**config.mk**
```make
export PLATFORM = sky130hd
export DESIGN_NAME = if_id_pipe_reg
export DESIGN_NICKNAME = d
export VERILOG_FILES = /design/src/rtl/if_id_pipe_reg.sv
export SDC_FILE = /design/constraint.sdc
export NUM_CORES = 1
export LEC_CHECK = 0
export CAP_MARGIN = 20
export CORE_UTILIZATION = 44
export DETAILED_ROUTE_END_ITERATION = 10
export PLACE_DENSITY = 0.95
export SYNTH_ARGS = -nofsm -noshare
export SYNTH_HDL_FRONTEND = slang
export SYNTH_SLANG_ARGS = --single-unit
```
**constraint.sdc**
```tcl
create_clock -name clk -period 2.3 [get_ports clk]
set_clock_uncertainty 0.1 [all_clocks]
set_input_delay 0.345 -clock clk [delete_from_list [all_inputs] [get_ports clk]]
set_output_delay 0.345 -clock clk [all_outputs]
set_load 0.1 [all_outputs]
```
**src/rtl/if_id_pipe_reg.sv**
```systemverilog
// if_id_pipe_reg: IF/ID pipeline register with stall hold and multi-cycle flush bubbles
module if_id_pipe_reg #(
    parameter int                 INST_W      = 32,
    parameter int                 PC_W        = 32,
    parameter logic [INST_W-1:0]  NOP_INST    = '0,
    parameter int                 FLUSH_DEPTH = 1
) (
    input  logic              clk,
    input  logic              rst,
    input  logic [INST_W-1:0] IF_Inst,
    input  logic [PC_W-1:0]   IF_PC,
    input  logic              Stall,
    input  logic              Flush,
    output logic [INST_W-1:0] ID_Inst,
    output logic [PC_W-1:0]   ID_PC,
    output logic              ID_Valid,
    output logic              Flush_Busy
);
    localparam logic [1:0] CNT_LOAD = 2'(FLUSH_DEPTH - 1);

    if (FLUSH_DEPTH < 1 || FLUSH_DEPTH > 4) begin : g_bad_depth
        $error("if_id_pipe_reg: FLUSH_DEPTH=%0d outside 1..4", FLUSH_DEPTH);
    end

    logic [INST_W-1:0] inst_d, inst_q;
    logic [PC_W-1:0]   pc_d, pc_q;
    logic              valid_d, valid_q;
    logic [1:0]        cnt_d, cnt_q;

    always_comb begin
        inst_d  = inst_q;
        pc_d    = pc_q;
        valid_d = valid_q;
        cnt_d   = cnt_q;
        if (Flush) begin
            inst_d  = NOP_INST;
            valid_d = 1'b0;
            cnt_d   = CNT_LOAD;
        end else if (!Stall) begin
            inst_d  = (cnt_q != 2'd0) ? NOP_INST : IF_Inst;
            pc_d    = (cnt_q != 2'd0) ? pc_q : IF_PC;
            valid_d = (cnt_q == 2'd0);
            cnt_d   = (cnt_q != 2'd0) ? cnt_q - 2'd1 : cnt_q;
        end
    end

    always_ff @(posedge clk) begin
        if (rst) begin
            inst_q  <= NOP_INST;
            pc_q    <= '0;
            valid_q <= 1'b0;
            cnt_q   <= 2'd0;
        end else begin
            inst_q  <= inst_d;
            pc_q    <= pc_d;
            valid_q <= valid_d;
            cnt_q   <= cnt_d;
        end
    end

    assign ID_Inst    = inst_q;
    assign ID_PC      = pc_q;
    assign ID_Valid   = valid_q;
    assign Flush_Busy = (cnt_q != 2'd0);
endmodule

```
* Word-level counts from Yosys, hierarchy flattened *
Index checks and enable logic that the tools add are counted.

operators by class
  $add $sub $neg = 1
  muxes and demuxes = 1
  reduce and logical (&&, ||, !) cells = 5
  bitwise operators = 3

operators with widths
  operator                                                             count
  32-bit 2-to-1 mux                                                    1
  1-bit inverter                                                       3
  3-bit AND reduction                                                  1
  2-bit logical NOT                                                    1
  2-bit AND reduction                                                  1
  2-bit nonzero test                                                   1
  2-bit OR reduction                                                   1
  2-bit by 1-bit subtractor with 2-bit output (second input constant)  1

word-level totals
  output and inout port bits = 66
  bits in registers = 67
  bits of input ports = 68
  logic and storage cells = 14

* Logic depth before layout (Yosys ltp) *
Gate-level depths: netlist of run 1.

  depth after elaboration = 3
  mapped depth = 7
  mapped depth without buffers = 4

* Least setup slack after synthesis of run 1 *
OpenSTA, ideal clock, no wires.

  path kind = register to output
  start = reg cnt_q[0]
  end = out Flush_Busy
  stages on the path, launching flop included = 6
  arrival time = 1.473 ns
  required time = 1.855 ns
  slack = 0.382 ns
  path buffers = 2
  cells stage by stage = dfxtp_1 > inv_1 > ha_1 > buf_6 > clkbuf_1 > inv_1

between the ends
  cells in the longest elaborated chain, start to end = 1

RTL lines
  what                    line  text
  start, declared         28    logic [1:0] cnt_d, cnt_q;
  start signal, assigned  57    cnt_q <= cnt_d;
  2-bit nonzero test      64    assign Flush_Busy = (cnt_q != 2'd0);
  end, declared           17    output logic Flush_Busy

No other way between the ends.

* Final worst setup path of run 1 *
Same ends and word-level chain as after synthesis.

==> impl_metrics.ini, run 1 <==
[run_status]
status = complete, no violations

[sta]
final_hold_viol_count = 0
drv_slew = 0
fin_setup_tns_ps = 0
setup_viol = 0
fin_crit_ps = 1990
setup_slack_ps = 313
tightest_slew_ps = 394
max_slew_margin_pct = 73.7
grt_setup_unrepaired = false
hold_ws_ps = 363
fmax_mhz = 503
fin_crit_sh_pct = 86.4

[finish]
post_route_cells_drive_above_1_share_pct = 20.5
layout.cells.non_filler = 506
diodes = 0
final_core_util_pct = 66.3
fin_nets = 494
area_delta_synth_final_pct = 45.9
fin_area_sq_mm = 0.00419

[synth]
synth_compound_area_share_pct = 6.27
syn_area_sq_mm = 0.00287
synth_xor_area_share_pct = 0
yosysWarnings = 0
synth_adder_area_share_pct = 0.871
synthTopCellsByArea = dfxtp_1 47%, nand2b_1 14%, mux2i_1 12%, nand3b_1 8.4%, a21oi_1 5.9%
muxShareOfSynthArea_pct = 11.5
synthDominantCellAreaShare_pct = 46.7
ys_ff_latch = 67
synthSimpleGateAreaFrac_pct = 27.9
ys_seq_area_share_pct = 46.7
synth_top_area_cell = dfxtp_1
synthCells = 300
synth_cell_type_count = 19
syn_nets = 370
synth_top_family_by_area = simple AND/OR/NAND/NOR gates
syn_area_per_cell_sq_um = 9.57

[clocking]
post_cts_buffers = 0
cts_hold_buf = 0
numCtsBuffers = 9
worst_skew_pair.late_latency_ps = 320
clockBufferDepth = 2
cts_resized = 0
cts-htree-levels = 3
cts.clk_slew.worst_paths_ps = 70
clock_sinks = 67
ctsRootBufferMaster = clkbuf_8
cts_tree = yes

[critical_path]
crit_type = reg -> out
cpPeakStageDelay_ps = 330
cp.arrival_ps = 1540
critPathBufInv = 4
endpoint_kind = output port
cp_slowest_cell = buf_4
path_cells = inv_1 -> ha_1 -> buf_4 -> inv_1 -> buf_12
worstPathMaxFanout = 33
required_ps = 1860
crit_family = buffers and inverters
cp_common_cell = inv_1
start_kind = flop

[routing]
ant_nets = 0
wirelength_microns = 6520
dr.pass1.iters = 4
post_drt_via_cell_ratio = 4.88
route.vias.total = 2467
wl_per_cell_microns = 12.9
drc = 0
detail_route.iter0.violations = 53

[worst_hold_path]
worstHoldPathType = reg -> reg

[floorplan]
rows = 29
dieArea_sq_mm = 0.00685
start_util_pct = 45.5
num_io_pins = 134
die_h_microns = 82.8
coreArea_sq_mm = 0.00631
die_w_microns = 82.8

[placed_design]
place_inst = 490
portBuffers = 133
post-dp-hpwl_microns = 4560
place_ws_ps = 539
placed_cell_area_sq_mm = 0.00402
place_congestion = 0.672

[power]
power_mw = 2.78
ir_worst_vdd_mv = 0.440
leakage_nw = 1.69
powerDensity_mw_per_mm2 = 664

[flow_run]
cap_violations = 0

[grt]
grt_pass1_vias = 2320
gr-usage-all-layers_pct = 18.9
antenna_found_initial = 0
overflow = 0
grt_max_degree = 65
grt_pass1_wl_microns = 9800
-- per-layer routing --
| layer | global-route usage (%) | share of wire, % |
|---|---|---|
| met5 | 0 | 0 |
| met4 | 9.66 | 1.8 |
| met3 | 7.98 | 11 |
| met2 | 32.9 | 46 |
| met1 | 19.2 | 41 |
-- cells in the mapped netlist (all sizes together) --
cell type  count
a21oi         34
buf           17
clkbuf         9
dfxtp         67
ha             2
inv            3
mux2i         33
nand2         32
nand2b        64
nand3b        32
nor2           1
nor3b          1
o21ai          2
or2            1
or3            2
-- logic make-up (layout without fill, tap and decap cells) --
kind of cell,Yosys count,after routing
and+or+nand+nor,133,133
DFF,67,67
AOI/OAI and AO/OA,36,36
muxes,33,33
buffers and inverters,29,158
adders and majority gates,2,2
-- layout make-up --
type                       count  area, sq um
timing repair buffer         139         1230
sequential                    67         1340
inverter                       3         11.3
tap                           77         96.3
fill                         509         2120
clock inverter                 4         26.3
multi-input combinational    204         1340
clock buffer                  12          145
-- tightest hold or removal path, stage by stage, from the launching register on --
cell,delay (ps)
dfxtp_1,310
nand2_1,60
a21oi_1,50
-- worst paths after layout --
kind / slack (ps) / end / from / depth (start not counted)
max reg2reg: 840 / ID_PC[17]$_SDFFE_PP0P_ / cnt_q[0]$_SDFFE_PP0P_ / 5
min: 360 / ID_Inst[20]$_SDFFE_PP0N_ / ID_Inst[20]$_SDFFE_PP0N_ / 2
max: 310 / Flush_Busy / cnt_q[0]$_SDFFE_PP0P_ / 5
min reg2reg: 360 / ID_Inst[20]$_SDFFE_PP0N_ / ID_Inst[20]$_SDFFE_PP0N_ / 2
-- sequential cells by signal, indices dropped and copies added, names as in the netlist --
register,count
ID_Inst,32
ID_PC,32
cnt_q,2
ID_Valid,1
-- cells in the final DEF, fill, tap and decap left out, types with 2 or more instances in the layout --
cell / netlist / layout
clkbuf_1: 9 / 2
ha_1: 2 / 2
o21ai_0: 2 / 2
dfxtp_1: 67 / 67
nand2_1: 32 / 32
nand3b_1: 32 / 32
clkinv_2: 0 / 2
inv_1: 3 / 3
buf_12: 3 / 2
mux2i_1: 33 / 33
or3_1: 2 / 2
nand2b_1: 64 / 64
buf_4: 3 / 70
clkbuf_8: 0 / 10
clkdlybuf4s50_1: 0 / 66
a21oi_1: 34 / 34
-- report_power, final --
part | internal [mW] | total [mW] | leakage, nW | switching [mW]
Combinational | 0.236 | 0.699 | 1.06 | 0.464
Clock | 0.420 | 0.849 | 0.0863 | 0.429
Sequential | 1.21 | 1.23 | 0.547 | 0.0266
Total | 1.86 | 2.78 | 1.69 | 0.919
Note: power is estimated with default switching activity, not from simulation.
==> run 2: changes to the inputs <==
CORE_ASPECT_RATIO = 1.4   (was not set)
==> run 2 against run 1 <==
Design area decreased by 0.30%. Worst setup slack worse by 28 ps. Sequential share of layout area rose by 0.096 points. Clock power grew 8.0%. First-iteration DRC count up 11%. Final cell count decreased by 1.2%. Flip-flop and latch count stayed put. Core utilization up 0.44 points. Via count grew 1.1%. Die area hardly changed.
==> impl_metrics.ini, run 2 (same netlist as run 1, synthesis figures left out) <==
[worst_hold_path]
whs_endpoint = ID_Inst[3]$_SDFFE_PP0N_
min_from = ID_Inst[3]$_SDFFE_PP0N_
hold_depth = 2
worstHoldPathType = reg -> reg

[sta]
fmax_mhz = 496
fin_crit_sh_pct = 87.6
final_hold_viol_count = 0
tightest_slew_ps = 554
fin_crit_ps = 2010
fin_setup_tns_ps = 0
max_slew_margin_pct = 63.1
drv_slew = 0
grt_setup_unrepaired = false
hold_ws_ps = 362
setup_viol = 0

[power]
switching_share_pct = 31.9
ir_worst_vdd_mv = 0.505
powerDensity_mw_per_mm2 = 682
p_comb_share_pct = 24.5
clkPwrFrac_pct = 32.2
switchingPower_mw = 0.909
p_int_mw = 1.94
leakage_nw = 1.69
power.share.sequential_pct = 43.4

[routing]
drc = 0
wirelength_microns = 6640
detail_route.iter0.violations = 59
post_drt_via_cell_ratio = 4.99
wl_per_cell_microns = 13.3
route.vias.total = 2494
ant_nets = 0
dr.pass1.iters = 6

[clocking]
cts.clk_slew.worst_paths_ps = 70
cts_tree = yes
cts-htree-levels = 3
ctsRootBufferMaster = clkbuf_8
numCtsBuffers = 9
cts_hold_buf = 0
worst_skew_pair.late_latency_ps = 330
clockBufferDepth = 2
clock_sinks = 67
cts_resized = 0
post_cts_buffers = 0

[finish]
area_delta_synth_final_pct = 45.4
final_common_cell = buf_4
mostFrequentLayoutCells = 70 x buf_4, 67 x dfxtp_1, 66 x clkdlybuf4s50_1
post_route_cells_drive_above_1_share_pct = 20.3
fin_nets = 493
diodes = 0

[placed_design]
place_congestion = 0.691
portBuffers = 133
post-dp-hpwl_microns = 4690

[critical_path]
startpoint = cnt_q[0]$_SDFFE_PP0P_
ff2ff_path_depth = 5
worstPathMaxFanout = 33
rrSetupSlack_ps = 630
timing.rr.start = cnt_q[0]$_SDFFE_PP0P_
endpoint_kind = output port
r2r_end = ID_PC[22]$_SDFFE_PP0P_
crit_type = reg -> out
cp.arrival_ps = 1570
start_kind = flop
required_ps = 1860

[floorplan]
dieArea_sq_mm = 0.00686
die_h_microns = 97.6
die_w_microns = 70.3
start_util_pct = 45.9
num_io_pins = 134
rows = 34
coreArea_sq_mm = 0.00625

[grt]
gr-usage-all-layers_pct = 19.2
grt_pass1_vias = 2489
antenna_found_initial = 0
grt_max_degree = 65
overflow = 0
grt_pass1_wl_microns = 10600

[run_status]
status = complete, no violations

[flow_run]
cap_violations = 0
[run 2: worst max path at each step]
stage / endpoint / slack (ps) / depth (start not counted)
finish: Flush_Busy / 290 / 5
global route: Flush_Busy / 170 / 5
CTS: Flush_Busy / 250 / 5
floorplan: Flush_Busy / 380 / 5
detailed placement: ID_PC[22]$_SDFFE_PP0P_ / 370 / 4
global placement: ID_PC[30]$_SDFFE_PP0P_ / 440 / 4
[run 2: area by class of cell]
cell class / count / area (sq um)
Fill cell: 503 / 2080
Sequential cell: 67 / 1340
Multi-Input combinational cell: 204 / 1340
Timing Repair Buffer: 138 / 1210
Clock buffer: 11 / 131
Tap cell: 72 / 90.1
Clock inverter: 5 / 53.8
Inverter: 3 / 11.3
[run 2: power by group through the flow]
| stage | registers [mW] | logic [mW] | clock network [mW] |
|---|---|---|---|
| global route | 1.24 | 0.725 | 0.992 |
| global placement | 1.26 | 0.688 | 0 |
| detailed placement | 1.26 | 0.699 | 0 |
| floorplan | 1.60 | 0.154 | 0 |
| finish | 1.23 | 0.696 | 0.917 |
| CTS | 1.23 | 0.700 | 0.943 |
[run 2: critical path: stages, from the launching register on]
cell	delay [ps]
dfxtp_1	320
inv_1	80
ha_1	170
buf_4	340
inv_1	130
buf_12	190
[run 2: per-layer routing]
layer / up-vias / track usage (%) / routed length [microns]
li1: 1231 / - / -
met1: 1162 / 18.9 / 2670
met2: 92 / 35.8 / 3350
met3: 9 / 6.02 / 498
met4: 0 / 8.31 / 127
met5: - / 0 / 0
[run 2: per-stage QoR]
stage	area, sq um	power [mW]	setup WS (ps)	utilization (%)	instances
after floorplan	2870	1.76	382	-	300
after global placement	3990	1.95	442	63.8	484
after detailed placement	3990	1.96	374	63.8	484
after CTS	4180	2.88	246	66.8	500
after global routing	4180	2.96	171	66.8	500
final	4180	2.85	285	66.8	500
